### src/rtl/seg_pkg.sv
// Shared 7-segment display constants: segment patterns, edit-mode encodings, slot indices.
package seg_pkg;

  localparam logic [6:0] SEG_BLANK = 7'h7F;
  localparam logic [6:0] SEG_DASH  = 7'h3F;

  // Active-low {g,f,e,d,c,b,a} patterns for BCD 0..9
  localparam logic [6:0] SEG_0 = 7'h40;
  localparam logic [6:0] SEG_1 = 7'h79;
  localparam logic [6:0] SEG_2 = 7'h24;
  localparam logic [6:0] SEG_3 = 7'h30;
  localparam logic [6:0] SEG_4 = 7'h19;
  localparam logic [6:0] SEG_5 = 7'h12;
  localparam logic [6:0] SEG_6 = 7'h02;
  localparam logic [6:0] SEG_7 = 7'h78;
  localparam logic [6:0] SEG_8 = 7'h00;
  localparam logic [6:0] SEG_9 = 7'h10;

  typedef enum logic [1:0] {
    MODE_RUN = 2'd0,
    MODE_SEC = 2'd1,
    MODE_MIN = 2'd2,
    MODE_HRS = 2'd3
  } mode_e;

  localparam logic [2:0] IDX_SECONES = 3'd0;
  localparam logic [2:0] IDX_SECTENS = 3'd1;
  localparam logic [2:0] IDX_MINONES = 3'd2;
  localparam logic [2:0] IDX_MINTENS = 3'd3;
  localparam logic [2:0] IDX_HRSONES = 3'd4;
  localparam logic [2:0] IDX_HRSTENS = 3'd5;

  // Edit field that owns a slot; unused slots map to MODE_RUN so they never blink
  function automatic mode_e slot_field(input logic [2:0] idx);
    case (idx)
      IDX_SECONES, IDX_SECTENS: slot_field = MODE_SEC;
      IDX_MINONES, IDX_MINTENS: slot_field = MODE_MIN;
      IDX_HRSONES, IDX_HRSTENS: slot_field = MODE_HRS;
      default:                  slot_field = MODE_RUN;
    endcase
  endfunction

endpackage

### src/rtl/seven_seg_scanner_if.sv
// Time-digit source to display scanner bus: BCD digits and edit mode in, display drive out.
interface seven_seg_scanner_if;
  logic [1:0] mode;
  logic [3:0] hrstens;
  logic [3:0] hrsones;
  logic [3:0] mintens;
  logic [3:0] minones;
  logic [3:0] sectens;
  logic [3:0] secones;
  logic [7:0] an;
  logic [6:0] seg;
  logic       dp;

  modport master (
    output mode, hrstens, hrsones, mintens, minones, sectens, secones,
    input  an, seg, dp
  );

  modport slave (
    input  mode, hrstens, hrsones, mintens, minones, sectens, secones,
    output an, seg, dp
  );
endinterface

### src/rtl/bcd_to_seg.sv
// Combinational BCD to active-low 7-segment decoder; non-BCD codes show a dash.
module bcd_to_seg
  import seg_pkg::*;
(
  input  logic [3:0] bcd,
  output logic [6:0] seg
);

  always_comb begin
    seg = SEG_DASH;
    case (bcd)
      4'd0:    seg = SEG_0;
      4'd1:    seg = SEG_1;
      4'd2:    seg = SEG_2;
      4'd3:    seg = SEG_3;
      4'd4:    seg = SEG_4;
      4'd5:    seg = SEG_5;
      4'd6:    seg = SEG_6;
      4'd7:    seg = SEG_7;
      4'd8:    seg = SEG_8;
      4'd9:    seg = SEG_9;
      default: seg = SEG_DASH;
    endcase
  end

endmodule

### src/rtl/seven_seg_scanner.sv
// 8-digit multiplexed 7-segment scanner for hh.mm.ss with edit-field blink and a blank
// anti-ghost cycle between digits.
module seven_seg_scanner
  import seg_pkg::*;
#(
  parameter int unsigned CLK_HZ     = 100_000_000,
  parameter int unsigned REFRESH_HZ = 1000,
  parameter int unsigned BLINK_HZ   = 2
) (
  input  logic                 clk,
  input  logic                 reset,
  seven_seg_scanner_if.slave   bus
);

  localparam int unsigned TICK_DIV  = CLK_HZ / (REFRESH_HZ * 8);
  localparam int unsigned BLINK_DIV = CLK_HZ / (2 * BLINK_HZ);
  localparam int unsigned TICK_W    = $clog2(TICK_DIV);
  localparam int unsigned BLINK_W   = $clog2(BLINK_DIV);

  logic [TICK_W-1:0]  tick_cnt;
  logic [BLINK_W-1:0] blink_cnt;
  logic               blink_phase;
  logic [2:0]         idx;
  logic               load;
  logic [7:0]         an_q;
  logic [6:0]         seg_q;
  logic               dp_q;

  logic               tick_c;
  logic               blink_wrap_c;
  logic [3:0]         digit_c;
  logic [6:0]         dec_seg_c;
  logic               blank_c;
  logic [6:0]         seg_nxt_c;
  logic               dp_nxt_c;

  assign tick_c       = (tick_cnt == TICK_W'(TICK_DIV - 1));
  assign blink_wrap_c = (blink_cnt == BLINK_W'(BLINK_DIV - 1));

  // Slot mux: digit shown in the current idx slot
  always_comb begin
    digit_c = 4'd0;
    case (idx)
      IDX_SECONES: digit_c = bus.secones;
      IDX_SECTENS: digit_c = bus.sectens;
      IDX_MINONES: digit_c = bus.minones;
      IDX_MINTENS: digit_c = bus.mintens;
      IDX_HRSONES: digit_c = bus.hrsones;
      IDX_HRSTENS: digit_c = bus.hrstens;
      default:     digit_c = 4'd0;
    endcase
  end

  bcd_to_seg u_dec (
    .bcd (digit_c),
    .seg (dec_seg_c)
  );

  // Blink blanking applies only to the slots of the field under edit
  always_comb begin
    blank_c   = blink_phase && (mode_e'(bus.mode) != MODE_RUN)
                && (slot_field(idx) == mode_e'(bus.mode));
    seg_nxt_c = dec_seg_c;
    if (idx > IDX_HRSTENS || blank_c) begin
      seg_nxt_c = SEG_BLANK;
    end
    dp_nxt_c  = !((idx == IDX_MINONES) || (idx == IDX_HRSONES));
  end

  always_ff @(posedge clk or posedge reset) begin
    if (reset) begin
      tick_cnt    <= '0;
      blink_cnt   <= '0;
      blink_phase <= 1'b0;
      idx         <= 3'd0;
      load        <= 1'b0;
      an_q        <= 8'hFF;
      seg_q       <= SEG_BLANK;
      dp_q        <= 1'b1;
    end else begin
      tick_cnt <= tick_c ? '0 : tick_cnt + TICK_W'(1);
      load     <= tick_c;
      if (tick_c) begin
        idx <= idx + 3'd1;
      end

      if (blink_wrap_c) begin
        blink_cnt   <= '0;
        blink_phase <= ~blink_phase;
      end else begin
        blink_cnt <= blink_cnt + BLINK_W'(1);
      end

      // Tick blanks all anodes; the load cycle samples the digit, then lights its anode
      if (tick_c) begin
        an_q <= 8'hFF;
      end else if (load) begin
        an_q  <= ~(8'(1) << idx);
        seg_q <= seg_nxt_c;
        dp_q  <= dp_nxt_c;
      end
    end
  end

  assign bus.an  = an_q;
  assign bus.seg = seg_q;
  assign bus.dp  = dp_q;

endmodule

### src/flat_wrapper.sv
// flat-port wrapper written by rule: the top's interface ports become plain ports
module seven_seg_scanner_flat import seg_pkg::*;
#(
  parameter int unsigned CLK_HZ     = 100_000_000,
  parameter int unsigned REFRESH_HZ = 1000,
  parameter int unsigned BLINK_HZ   = 2
)
  (clk, reset, bus_mode, bus_hrstens, bus_hrsones, bus_mintens, bus_minones, bus_sectens, bus_secones, bus_an, bus_seg, bus_dp);
  seven_seg_scanner_if bus_i ();
  input  logic clk;
  input  logic reset;
  input wire logic [$bits(bus_i.mode)-1:0] bus_mode;
  input wire logic [$bits(bus_i.hrstens)-1:0] bus_hrstens;
  input wire logic [$bits(bus_i.hrsones)-1:0] bus_hrsones;
  input wire logic [$bits(bus_i.mintens)-1:0] bus_mintens;
  input wire logic [$bits(bus_i.minones)-1:0] bus_minones;
  input wire logic [$bits(bus_i.sectens)-1:0] bus_sectens;
  input wire logic [$bits(bus_i.secones)-1:0] bus_secones;
  output wire logic [$bits(bus_i.an)-1:0] bus_an;
  output wire logic [$bits(bus_i.seg)-1:0] bus_seg;
  output wire logic [$bits(bus_i.dp)-1:0] bus_dp;
  assign bus_i.mode = bus_mode;
  assign bus_i.hrstens = bus_hrstens;
  assign bus_i.hrsones = bus_hrsones;
  assign bus_i.mintens = bus_mintens;
  assign bus_i.minones = bus_minones;
  assign bus_i.sectens = bus_sectens;
  assign bus_i.secones = bus_secones;
  assign bus_an = bus_i.an;
  assign bus_seg = bus_i.seg;
  assign bus_dp = bus_i.dp;
  seven_seg_scanner #(.CLK_HZ(CLK_HZ), .REFRESH_HZ(REFRESH_HZ), .BLINK_HZ(BLINK_HZ)) u_core (.clk(clk), .reset(reset), .bus(bus_i));
endmodule
### config.mk
export PLATFORM = sky130hd
export DESIGN_NAME = seven_seg_scanner_flat
export DESIGN_NICKNAME = d
export VERILOG_FILES = /design/src/rtl/seg_pkg.sv /design/src/rtl/seven_seg_scanner_if.sv /design/src/rtl/bcd_to_seg.sv /design/src/rtl/seven_seg_scanner.sv /design/src/flat_wrapper.sv
export SDC_FILE = /design/constraint.sdc
export NUM_CORES = 1
export LEC_CHECK = 0
export CAP_MARGIN = 5
export CORE_ASPECT_RATIO = 0.7
export CORE_MARGIN = 2
export CORE_UTILIZATION = 35
export DETAILED_ROUTE_END_ITERATION = 16
export PLACE_DENSITY = 0.61
export SYNTH_ARGS = -nofsm -noshare
export SYNTH_HDL_FRONTEND = slang
export SYNTH_SLANG_ARGS = --single-unit
### constraint.sdc
create_clock -name clk -period 3.8 [get_ports clk]
set_input_delay 0.76 -clock clk [delete_from_list [all_inputs] [get_ports clk]]
set_output_delay 0.76 -clock clk [all_outputs]
set_load 0.01 [all_outputs]
==> results.cfg <==
[status]
status = finished clean

[clock_tree]
insertion_delay_ns = 0.32
h-tree-depth = 3
cts_resized = 0
clockBufferDepth = 2
hold_buffers = 0
tritoncts = yes
clock_sinks = 60
post-cts-setup-buffers = 0
cts-buffers-inserted = 9
cts-root-buf = clkbuf_16
cts.clk_slew.worst_paths_ns = 0.05

[route]
ant_nets = 0
routed_via_density = 5.20
drc = 0
vias = 2551
drtPass1Iterations = 5
drt_iter0_drc = 147
routed_wl_um = 7320
wl_per_cell_um = 14.9

[layout]
fin_nets = 403
utilization_pct = 45.2
syn2layout_area_growth_pct = 24.5
drive_above_1_share_pct = 13.9
antenna_cells = 0
fill_cells = 864
final_cell_mix = dfrtp_1, clkdlybuf4s50_1, nand2_1, nor2_1
layout_commonest_cell = dfrtp_1

[sta]
slew_headroom_pct = 29.7
rsz0062_at_grt = no
fin_skew_ns = 0.00590
max_freq_ghz = 0.377
period_needed_ns = 2.65
min_period_over_period_pct = 69.8
worstMarginPinSlew_ns = 1.05
setup_violations = 0
setup_slack_ns = 1.15
hold_violations = 0
slew_violations = 0
tns_ns = 0

[synth]
synth_cell_types = 61
ys_seq_elements = 60
synth-main-ff-cell = dfrtp_1
synth_edf_count = 0
netlist_instances = 317
synthesis.area_um2 = 3320
syn_area_per_cell_um2 = 10.5
synth-seq-area-share_pct = 45.9
synth_fp_nets = 358
ys_warn_count = 0
async_reset_ff_share_pct = 100

[floorplan]
core-area_um2 = 9140
fp.dieW_um = 120
num_rows = 29
die_h_um = 85.5
die_area_um2 = 10300
start_util_pct = 36.3
pin_count = 44

[power_and_ir_drop]
power_density_nw_per_um2 = 354
ir_drop_mv = 0.190
p_leak_nw = 1.73

[place]
gp_congestion = 0.829
port_buffers = 43
dp_slack_ns = 1.09
hpwl_um = 5220

[worst_setup_path]
start_kind = flop
path_max_fanout = 15
required_ns = 4.06
critPathKind = flop to flop
arrival_ns = 2.92
end_kind = flop

[grt]
grt_max_degree = 53
antenna_found_initial = 0
grt_pass1_wl_um = 12700
grt_pass1_vias = 2552
overflow = 0
grtUsageTotal_pct = 15.6

[run]
drv_cap = 0

[hold_path]
min_path_type = flop to flop
## synth_stat cells (all sizes together), types with 2 or more instances
library cell	count	share of area, %
o21ai	21	3.2
ha	13	4.9
a21oi	9	1.4
a21o	3	0.68
nor3	6	1.4
and2	6	1.1
clkbuf	3	0.34
and4	6	1.7
nand3	17	2.7
nor2	23	2.6
nand4b	2	0.53
dfrtp	44	33
a2111oi	2	1.1
xor2	14	3.7
or3	3	0.57
dfstp	16	13
a22oi	8	1.8
buf	7	1.6
a211oi	3	0.68
xnor2	17	4.5
nor2b	3	0.57
o21a	2	0.45
and3	4	0.75
nor4b	3	1.2
a32oi	2	0.75
mux2i	3	0.91
o22a	5	1.3
a21boi	2	0.45
nand2	33	3.7
inv	9	1.0
nor4	6	2.0
nand4	7	2.1
## metal layers
layer	vias to the layer above	wire, µm	global-route usage, %	share of wire, %
met5	-	0	0	0
met4	0	102	4.97	1.4
met3	11	411	4.97	5.6
met2	76	2930	22.2	40
met1	1224	3880	22.4	53
li1	1240	-	-	-
## path summary, 6_finish.rpt
path,startpoint,end,slack (ns),depth (start not counted)
worst min register to register,u_core.blink_cnt[0]$_DFF_PP0_,u_core.blink_cnt[0]$_DFF_PP0_,0.46,1
max in group asynchronous,reset,u_core.bus.an[0]$_DFFE_PP1P_,1.99,3
worst max-delay path,u_core.idx[1]$_DFFE_PP0P_,u_core.bus.seg[5]$_DFFE_PP1P_,1.15,10
worst min-delay path,u_core.blink_cnt[0]$_DFF_PP0_,u_core.blink_cnt[0]$_DFF_PP0_,0.46,1
min in group asynchronous,reset,u_core.tick_cnt[13]$_DFF_PP0_,1.02,2
worst max register to register,u_core.idx[1]$_DFFE_PP0P_,u_core.bus.seg[5]$_DFFE_PP1P_,1.15,10
## per-stage QoR
step                hold slack, ns  power [mW]  instance area (µm²)  std cells
floorplan                    0.424       0.679                 3320        317
detailed placement           0.462       0.718                 3850        475
global placement             0.442       0.717                 3850        475
CTS                          0.469        1.49                 4130        491
finish                       0.464        1.46                 4130        491
global route                 0.499        1.52                 4130        491
## power breakdown
part / switching [mW] / internal (mW) / leakage, nW / total [mW]
clock network: 0.263 / 0.494 / 0.140 / 0.756
logic: 0.0312 / 0.0350 / 0.842 / 0.0662
registers: 0 / 0.641 / 0.751 / 0.641
total: 0.294 / 1.17 / 1.73 / 1.46
## flip-flops by register name, indices dropped and copies added, names as in the netlist
signal,count
u_core.blink_cnt,25
u_core.bus.an,8
u_core.load,1
u_core.idx,3
u_core.tick_cnt,14
u_core.bus.seg,7
u_core.blink_phase,1
u_core.bus.dp,1
## layout make-up
class / instances / area [µm²] / area share (%)
multi-input cells: 238 / 1700 / 41.1
flip-flops and latches: 60 / 1520 / 36.8
repair buffers: 44 / 438 / 10.6
clock buffers: 15 / 278 / 6.73
well taps: 124 / 155 / 3.76
inverters: 9 / 33.8 / 0.818
clock inverters: 1 / 5.00 / 0.121
## logic make-up after synthesis
logic type | synth area share [%]
muxes | 1.24
DFF | 45.9
xor gates and xnor gates | 8.19
buffers and inverters | 2.94
and+or+nand+nor | 22.4
AOI/OAI and AO/OA | 14.4
adders and majority gates | 4.90
## worst max-delay path, cell delays in order, from the launching register on
cell and delay, ns:
dfrtp_1 0.39, inv_1 0.12, ha_1 0.56, a22oi_1 0.18, a22oi_1 0.41, a21o_1 0.18, inv_1 0.09, ha_1 0.22
nor3_1 0.18, o21a_1 0.15, o22a_1 0.11
Note: power is estimated with default switching activity, not from simulation.
